### src/rtl/stream_demux.sv
// rtl/stream_demux.sv - registered 1-to-NUM_OUT stream demultiplexer with packet route lock
//
// Purpose
//   Routes each accepted input beat to the output chosen by in_sel. The route is
//   sampled on the first beat of a packet and held until the in_last beat. Each
//   output has one register stage and drains independently. Packets that start
//   with an out-of-range in_sel are accepted and discarded, and err_sel pulses.
//
// Ports
//   clk, rst_n                      clock (rising edge), asynchronous active-low reset
//   in_valid/in_ready               input handshake
//   in_data/in_last/in_sel          input beat, end-of-packet flag, destination
//   out_valid/out_ready             per-output handshake (NUM_OUT bits)
//   out_data                        flattened, output i at [i*DATA_W +: DATA_W]
//   out_last                        per-output end-of-packet flag
//   err_sel                         1-cycle pulse on a first beat with in_sel >= NUM_OUT
//   busy                            high while a multi-beat packet is in progress
//   out_cnt                         per-output handshake counters, flattened by CNT_W
//
// Configuration
//   STREAM_DEMUX_CNT_EN             builds the per-output counters; otherwise out_cnt is 0

module stream_demux #(
  parameter int DATA_W  = 8,
  parameter int NUM_OUT = 2,
  parameter int SEL_W   = 1,
  parameter int CNT_W   = 16
) (
  input  logic                      clk,
  input  logic                      rst_n,
  input  logic                      in_valid,
  output logic                      in_ready,
  input  logic [DATA_W-1:0]         in_data,
  input  logic                      in_last,
  input  logic [SEL_W-1:0]          in_sel,
  output logic [NUM_OUT-1:0]        out_valid,
  input  logic [NUM_OUT-1:0]        out_ready,
  output logic [NUM_OUT*DATA_W-1:0] out_data,
  output logic [NUM_OUT-1:0]        out_last,
  output logic                      err_sel,
  output logic                      busy,
  output logic [NUM_OUT*CNT_W-1:0]  out_cnt
);

  localparam logic [0:0] IDLE = 1'b0;
  localparam logic [0:0] BUSY = 1'b1;

  // One extra bit so NUM_OUT itself is representable when 2**SEL_W == NUM_OUT.
  localparam logic [SEL_W:0] NUM_OUT_W = (SEL_W+1)'(NUM_OUT);

  logic [0:0]                state_q, state_d;
  logic [SEL_W-1:0]          lock_sel_q, lock_sel_d;
  logic                      drop_q, drop_d;
  logic [NUM_OUT-1:0]        out_valid_q, out_valid_d;
  logic [NUM_OUT-1:0]        out_last_q, out_last_d;
  logic [NUM_OUT*DATA_W-1:0] out_data_q, out_data_d;
  logic                      err_sel_q, err_sel_d;

  logic                      sel_bad;
  logic [SEL_W-1:0]          target;
  logic                      tgt_drop;
  logic [NUM_OUT-1:0]        tgt_hot;
  logic [NUM_OUT-1:0]        push;
  logic                      in_ready_c;
  logic                      accept;

  // Routing and ready: in IDLE the live in_sel decides, in BUSY the locked one.
  always_comb begin
    sel_bad = ({1'b0, in_sel} >= NUM_OUT_W);
    if (state_q == BUSY) begin
      target   = lock_sel_q;
      tgt_drop = drop_q;
    end else begin
      target   = in_sel;
      tgt_drop = sel_bad;
    end
    for (int i = 0; i < NUM_OUT; i++) begin
      tgt_hot[i] = (target == SEL_W'(i));
    end
    // A dropped beat never needs space, so it is always accepted.
    in_ready_c = tgt_drop | (|(tgt_hot & (~out_valid_q | out_ready)));
    accept     = in_valid & in_ready_c;
    push       = (accept && !tgt_drop) ? tgt_hot : '0;
  end

  always_comb begin
    out_valid_d = out_valid_q;
    out_data_d  = out_data_q;
    out_last_d  = out_last_q;
    for (int i = 0; i < NUM_OUT; i++) begin
      if (push[i]) begin
        out_valid_d[i]                  = 1'b1;
        out_data_d[i*DATA_W +: DATA_W]  = in_data;
        out_last_d[i]                   = in_last;
      end else if (out_ready[i]) begin
        out_valid_d[i] = 1'b0;
      end
    end

    state_d    = state_q;
    lock_sel_d = lock_sel_q;
    drop_d     = drop_q;
    err_sel_d  = 1'b0;
    if (accept) begin
      if (state_q == IDLE) begin
        err_sel_d = sel_bad;
        // Single-beat packets never leave IDLE.
        if (!in_last) begin
          state_d    = BUSY;
          lock_sel_d = in_sel;
          drop_d     = sel_bad;
        end
      end else if (in_last) begin
        state_d = IDLE;
        drop_d  = 1'b0;
      end
    end
  end

  always_ff @(posedge clk or negedge rst_n) begin
    if (!rst_n) begin
      state_q     <= IDLE;
      lock_sel_q  <= '0;
      drop_q      <= 1'b0;
      out_valid_q <= '0;
      out_data_q  <= '0;
      out_last_q  <= '0;
      err_sel_q   <= 1'b0;
    end else begin
      state_q     <= state_d;
      lock_sel_q  <= lock_sel_d;
      drop_q      <= drop_d;
      out_valid_q <= out_valid_d;
      out_data_q  <= out_data_d;
      out_last_q  <= out_last_d;
      err_sel_q   <= err_sel_d;
    end
  end

`ifdef STREAM_DEMUX_CNT_EN
  logic [NUM_OUT*CNT_W-1:0] cnt_q, cnt_d;

  // Counters wrap naturally at 2**CNT_W.
  always_comb begin
    cnt_d = cnt_q;
    for (int i = 0; i < NUM_OUT; i++) begin
      if (out_valid_q[i] && out_ready[i]) begin
        cnt_d[i*CNT_W +: CNT_W] = cnt_q[i*CNT_W +: CNT_W] + CNT_W'(1);
      end
    end
  end

  always_ff @(posedge clk or negedge rst_n) begin
    if (!rst_n) begin
      cnt_q <= '0;
    end else begin
      cnt_q <= cnt_d;
    end
  end

  assign out_cnt = cnt_q;
`else
  assign out_cnt = '0;
`endif

  assign in_ready  = in_ready_c;
  assign out_valid = out_valid_q;
  assign out_data  = out_data_q;
  assign out_last  = out_last_q;
  assign err_sel   = err_sel_q;
  assign busy      = (state_q == BUSY);

endmodule

### config.mk
export PLATFORM = sky130hd
export DESIGN_NAME = stream_demux
export DESIGN_NICKNAME = d
export VERILOG_FILES = /design/src/rtl/stream_demux.sv
export SDC_FILE = /design/constraint.sdc
export NUM_CORES = 1
export LEC_CHECK = 0
export ABC_AREA = 1
export CAP_MARGIN = 40
export CORE_MARGIN = 2
export CORE_UTILIZATION = 34
export DETAILED_ROUTE_END_ITERATION = 16
export PLACE_DENSITY = 0.76
export RECOVER_POWER = 100
export SKIP_LAST_GASP = 1
export SLEW_MARGIN = 20
export SYNTH_ARGS = -nofsm -noshare
export SYNTH_HDL_FRONTEND = slang
export SYNTH_SLANG_ARGS = --single-unit
export TNS_END_PERCENT = 30
### constraint.sdc
create_clock -name clk -period 1.26 [get_ports clk]
set_clock_uncertainty 0.15 [all_clocks]
set_input_delay 0.189 -clock clk [delete_from_list [all_inputs] [get_ports clk]]
set_output_delay 0.189 -clock clk [all_outputs]
set_load 0.01 [all_outputs]
==> reports/summary.txt, run 1 <==
Period minus WS final -> 1.537 ns
max-slew violations -> 0
Routed WL -> 2425 um
Die ar. -> 4083 um^2
dpl cell area -> 1647 um^2
Startpoint Class -> flop
Final Hold Vio Count -> 0
initial core utilization -> 35.99%
TritonCTS clock tree -> done
GRT Util Overall -> 11.22%
Iteration-0 DRC Markers -> 17
setup ws final -> -0.2775 ns
Top Ports -> 70
cell area after synthesis -> 1220 um^2
hpwl dp -> 1692 um
Yosys cell types -> 15
Slew HR -> 62.76%
final setup vio count -> 36
number of global-route vias before repair -> 838
cts hold-fix bufs -> 0
first-pass GRT wire length -> 3650 um
multi-input logic area -> 521.8 um^2
status -> complete, but fails checks
WP data arrival -> 1.20 ns
Post-Syn Instances -> 126
Synth Area in XOR/XNOR -> 0%
non-filler cells, final -> 231
MaxCap Viol Count -> 0
Power Dens Cells -> 2164 nW/um^2
sequential area share after synthesis -> 45.13%
die height -> 63.90 um
initial antenna violation count -> 0
WL/cell -> 10.50 um
FILL cells -> 324
global route total overflow -> 0
Hold Crit Class -> input pin to asynchronous set/reset pin
total placed cells including tap cells -> 219
Reg2Reg Depth -> 9
FP Rows -> 21
peak supply drop -> 776.1 uV
main combinational cell family by area after synthesis -> buffers and inverters
largest net degree at the start of global routing -> 23
share of cells above drive strength 1 -> 40.54%
critical path startpoint -> busy
Synth Area in Compound Gates -> 13.33%
Synth Area in Adders -> 0%
finished layout cell area -> 1788 um^2
Placer Congestion -> 0.7141
crit end category -> output port
Via-to-Cell Ratio -> 3.892
Leakage -> 0.9582 nW
number of port buffers -> 36
Yosys reg bits -> 22
syn_area_per_cell -> 9.682 um^2
Final Total Pwr -> 3.868 mW
CTS max path bufs -> 2
Sinks on Clock Net -> 22
Worst-Margin Slew -> 0.5585 ns
period utilization -> 122.0%
worst reg2reg path startpoint -> busy
critical path class -> flop to output port
Reg clk slew, reported paths -> 0.14 ns
synth warn -> 0
Core Footprint -> 3390 um^2
area grow syn2layout -> 46.56%
WP data required -> 0.92 ns
chip width -> 63.90 um
violated checks -> negative setup slack
DR DRC count -> 0
critical-path maximum fanout -> 3
post-route ant nets -> 0
fmax -> 0.6504 GHz
Setup TNS Final -> -4.413 ns
unrepaired setup endpoints after global routing -> true
vias -> 899
Antenna Cells -> 0
CTS H-tree lvls -> 1
clk_lat worst skew -> 0.30 ns
Reg area -> 551.8 um^2
mux share of post-synthesis cell area -> 0%
simple-gate share of the synthesized area -> 15.38%
router iterations before antenna repair -> 4
cts bufs inserted -> 3
nets@finish -> 201
clock tree root driver cell -> clkbuf_4
## kinds of logic after synthesis
| kind of cell | after synthesis |
|---|---|
| flip-flops | 22 |
| AND/OR/NAND/NOR | 37 |
| buffers and inverters | 47 |
| other | 1 |
| AO/OA/AOI/OAI | 19 |
## synthesized netlist by cell type
| cell | n | share of area, % |
|---|---|---|
| nand2_1 | 28 | 8.6 |
| dfrtp_1 | 22 | 45 |
| nor2_1 | 1 | 0.31 |
| nand2_2 | 2 | 1.0 |
| buf_6 | 2 | 1.8 |
| nand3_4 | 1 | 1.4 |
| nand3_1 | 2 | 0.82 |
| nand2_4 | 1 | 0.92 |
| nand4_4 | 1 | 1.7 |
| o21ai_2 | 18 | 13 |
| buf_4 | 33 | 20 |
| conb_1 | 1 | 0.31 |
| o21ai_1 | 1 | 0.41 |
| inv_1 | 12 | 3.7 |
| nand4_1 | 1 | 0.51 |
## placed cells by master, fill, tap and decap left out, types with 2 or more instances in the layout
cell	Yosys	routed
conb_1	1	33
dfrtp_1	22	21
o21ai_2	18	18
nand2_1	28	17
clkdlybuf4s50_1	0	13
buf_4	33	13
inv_1	12	11
nand2_2	2	10
dlygate4sd2_1	0	10
buf_6	2	7
buf_2	0	5
nand2_4	1	4
clkbuf_2	0	4
clkbuf_4	0	3
buf_12	0	3
clkbuf_16	0	2
## timing repair
| item | in CTS | in global routing |
|---|---|---|
| setup endpoints to repair | 42 | 37 |
| gates cloned | 0 | 2 |
| setup buffers | 6 | 2 |
| resized for setup | 64 | 16 |
| pin swaps | 1 | 1 |
## where the power goes
part	internal, mW	switching (mW)	leakage [nW]
sequential	1.04	0.207	0.271
clock	0.321	0.232	0.0279
combinational	1.11	0.967	0.659
## critical path, cell delays in order (launching register included)
cell and delay, ns:
dfrtp_2 0.46, inv_2 0.08, nand2_4 0.06, nand2_4 0.07, nand2_2 0.05, nand2_2 0.07, buf_6 0.10
## flip-flops by register name (all words and copies together) (netlist names)
register,count
busy,1
lock_sel_q,1
out_data,16
out_last,2
out_valid,2
## worst paths after layout
path	slack, ns	to
hold reg to reg	0.34	out_data[2]
setup / recovery	-0.28	in_ready
setup reg to reg	-0.25	out_data[9]
min in group clk	0.29	out_data[8]
hold / removal	0.22	out_data[1]
max in group asynchronous	0.33	busy
## per-layer routing
layer / share of wire [%] / up-vias / GRT usage (%) / routed length, um
met5: 0 / - / 0 / 0
met4: 0.82 / 0 / 4.076 / 20
met3: 4.4 / 2 / 0.7042 / 106
met2: 55 / 33 / 21.35 / 1322
met1: 40 / 418 / 13.04 / 975
li1: - / 446 / - / -
## stage by stage
stage / hold slack, ns / setup slack (ns) / utilization (%)
final: 0.2239 / -0.2775 / 52.75
after detailed placement: 0.3199 / -0.6093 / 48.58
after global routing: 0.2598 / -0.3394 / 52.75
after CTS: 0.05014 / -0.2573 / 50.28
after floorplan: -0.2566 / 0.01510 / -
after global placement: 0.3158 / -0.5870 / 48.58
## area by class of cell
class                   count  share of cell area, %
inverters                  12                  2.519
multi-input cells          89                  29.18
repair buffers             58                  31.28
flip-flops and latches     22                  30.86
clock buffers               3                  1.260
well taps                  46                  3.219
clock inverters             1                  1.680
No activity file was read; power rests on OpenSTA's default activity.
==> inputs of run 2 (changes only) <==
Settings changed: HOLD_SLACK_MARGIN set to 0.05.
Clock period 1.26 ns to 1.25 ns, I/O delays scaled along.
==> reports/summary.txt, run 2 (synthesized netlist as in run 1, its figures left out) <==
Psw -> 1.422 mW (+1.1%)
MaxCap Viol Count -> 0 (unchanged)
period utilization -> 123.4%
Iteration-0 DRC Markers -> 15 (-2)
TritonCTS clock tree -> done
WP data arrival -> 1.20 ns (about the same)
hpwl dp -> 1692 um (unchanged)
Startpoint Class -> flop
WL/cell -> 10.48 um (-0.18%)
unrepaired setup endpoints after global routing -> true
violated checks -> negative setup slack
area grow syn2layout -> 47.79%
Period minus WS final -> 1.542 ns
crit path cell chain -> inv_2, nand2_4, nand2_4, nand2_2, nand2_2, buf_6
nets@finish -> 202 (+0.50%)
sequential share of power -> 32.1% (about the same)
router iterations before antenna repair -> 4 (unchanged)
internal power -> 2.488 mW (+1.1%)
DR DRC count -> 0 (unchanged)
chip width -> 63.90 um (unchanged)
clk_lat worst skew -> 0.30 ns (about the same)
clock network fraction of design power -> 14.3% (about the same)
Hold Crit Class -> input pin to flop
total placed cells including tap cells -> 219 (unchanged)
FILL cells -> 324 (unchanged)
fmax -> 0.6486 GHz
Reg clk slew, reported paths -> 0.14 ns (about the same)
Via-to-Cell Ratio -> 3.884 (-0.21%)
global route total overflow -> 0 (unchanged)
vias -> 901 (+0.22%)
share of cells above drive strength 1 -> 40.86% (+0.32 points)
CP max-delay cell -> dfrtp_2
Sw Share -> 36.38% (about the same)
largest net degree at the start of global routing -> 23 (unchanged)
Final Hold Vio Count -> 0 (unchanged)
final setup vio count -> 36 (unchanged)
WP data required -> 0.91 ns (about the same)
status -> complete, but fails checks
number of global-route vias before repair -> 839 (+0.12%)
pre-CTS worst setup slack -> -0.6163 ns (-0.007000 ns)
crit end category -> output port
Routed WL -> 2431 um (+0.25%)
FP Rows -> 21 (unchanged)
critical path class -> flop to output port
number of port buffers -> 36 (unchanged)
Power Dens Cells -> 2169 nW/um^2 (+0.24%)
Core Footprint -> 3390 um^2 (unchanged)
peak supply drop -> 782.1 uV (+0.78%)
Top Ports -> 70 (unchanged)
Max stage delay on crit path -> 0.47 ns (about the same)
Largest register FFs -> 16 (unchanged)
Leakage -> 0.9624 nW (+0.44%)
critical-path maximum fanout -> 3 (unchanged)
Die ar. -> 4083 um^2 (unchanged)
clock tree root driver cell -> clkbuf_4
die height -> 63.90 um (unchanged)
most common cell after layout, fill and taps aside -> conb_1
post-route ant nets -> 0 (unchanged)
combinational share of power -> 53.7% (about the same)
CTS H-tree lvls -> 1 (unchanged)
initial antenna violation count -> 0 (unchanged)
Placer Congestion -> 0.7141 (unchanged)
first-pass GRT wire length -> 3650 um (unchanged)
non-filler cells, final -> 232 (+0.43%)
max-slew violations -> 0 (unchanged)
setup ws final -> -0.2919 ns (-0.01439 ns)
initial core utilization -> 35.99% (unchanged)
CTS max path bufs -> 2 (unchanged)
Antenna Cells -> 0 (unchanged)
GRT Util Overall -> 11.22% (unchanged)
most frequent cells in the layout -> conb_1 (33), dfrtp_1 (21), o21ai_2 (18), nand2_1 (16), clkdlybuf4s50_1 (14)
cts bufs inserted -> 3 (unchanged)
Sinks on Clock Net -> 22 (unchanged)
## run 2: changes by cell type in the layout (fill, tap and decap cells not counted), sizes merged
cell / delta
buf: +1
clkbuf: -1
clkdlybuf4s50: +1
## run 2: worst paths after layout
kind	from	to	slack (ns)	cells after the start
min in group asynchronous	rst_n	out_data[1]	0.63	3
worst min register to register	out_data[2]	out_data[2]	0.34	2
max in group asynchronous	rst_n	busy	0.06	3
worst max-delay path	busy	in_ready	-0.29	6
worst max register to register	busy	out_data[9]	-0.26	9
worst min-delay path	in_data[0]	out_data[8]	0.29	3
## run 2: stage by stage
| stage | cell area [um^2] | TNS, ns | utilization [%] | power (mW) | hold WS [ns] |
|---|---|---|---|---|---|
| 2_1_floorplan | 1344 | 0 | - | 2.205 | -0.2581 |
| 3_3_place_gp | 1647 | -7.246 | 48.58 | 3.175 | 0.3158 |
| 3_5_place_dp | 1647 | -7.592 | 48.58 | 3.207 | 0.3199 |
| 4_1_cts | 1714 | -3.790 | 50.57 | 3.717 | 0.2836 |
| 5_1_grt | 1803 | -6.759 | 53.19 | 4.178 | 0.2962 |
| 6_report | 1803 | -4.890 | 53.19 | 3.910 | 0.2926 |
## run 2: what timing repair did
item / 4_1_cts / 5_1_grt
endpoints found under the hold margin: 13 / 0
pin swaps: 1 / 2
setup endpoints to repair: 42 / 40
gates resized for setup: 64 / 17
cloned: 0 / 2
hold buffers: 1 / 0
buffers inserted: 6 / 2
## run 2: critical path, delay by kind of cell (launching register included)
| family | cells | cell delay (ns) |
|---|---|---|
| simple gates | 4 | 0.25 |
| flops | 1 | 0.47 |
| buf+inv | 2 | 0.19 |
## run 2: routing by layer
| metal | vias up | track usage [%] | routed length (um) |
|---|---|---|---|
| li1 | 448 | - | - |
| met1 | 418 | 13.04 | 979 |
| met2 | 33 | 21.35 | 1325 |
| met3 | 2 | 0.7042 | 106 |
| met4 | 0 | 4.076 | 20 |
| met5 | - | 0 | 0 |
## run 2: cell type report
type / count / area, um^2 / share of cell area, %
Timing Repair Buffer: 59 / 571.8 / 31.71
Sequential cell: 22 / 551.8 / 30.60
Multi-Input combinational cell: 89 / 524.3 / 29.08
Tap cell: 46 / 57.56 / 3.192
Inverter: 12 / 45.04 / 2.498
Clock inverter: 1 / 30.03 / 1.666
Clock buffer: 3 / 22.52 / 1.249
## run 2: power groups by stage
stage / Sequential [mW] / Combinational (mW) / Clock (mW)
after global routing: 1.31 / 2.26 / 0.608
after CTS: 1.22 / 1.93 / 0.573
after detailed placement: 1.25 / 1.96 / 0
after floorplan: 1.39 / 0.811 / 0
after global placement: 1.24 / 1.94 / 0
final: 1.25 / 2.10 / 0.558
==> inputs of run 3 (changes only) <==
Settings changed: CTS_CLUSTER_SIZE set to 28.
==> results of run 3 <==
Final layout, timing and power as in run 2 (identical DEF).
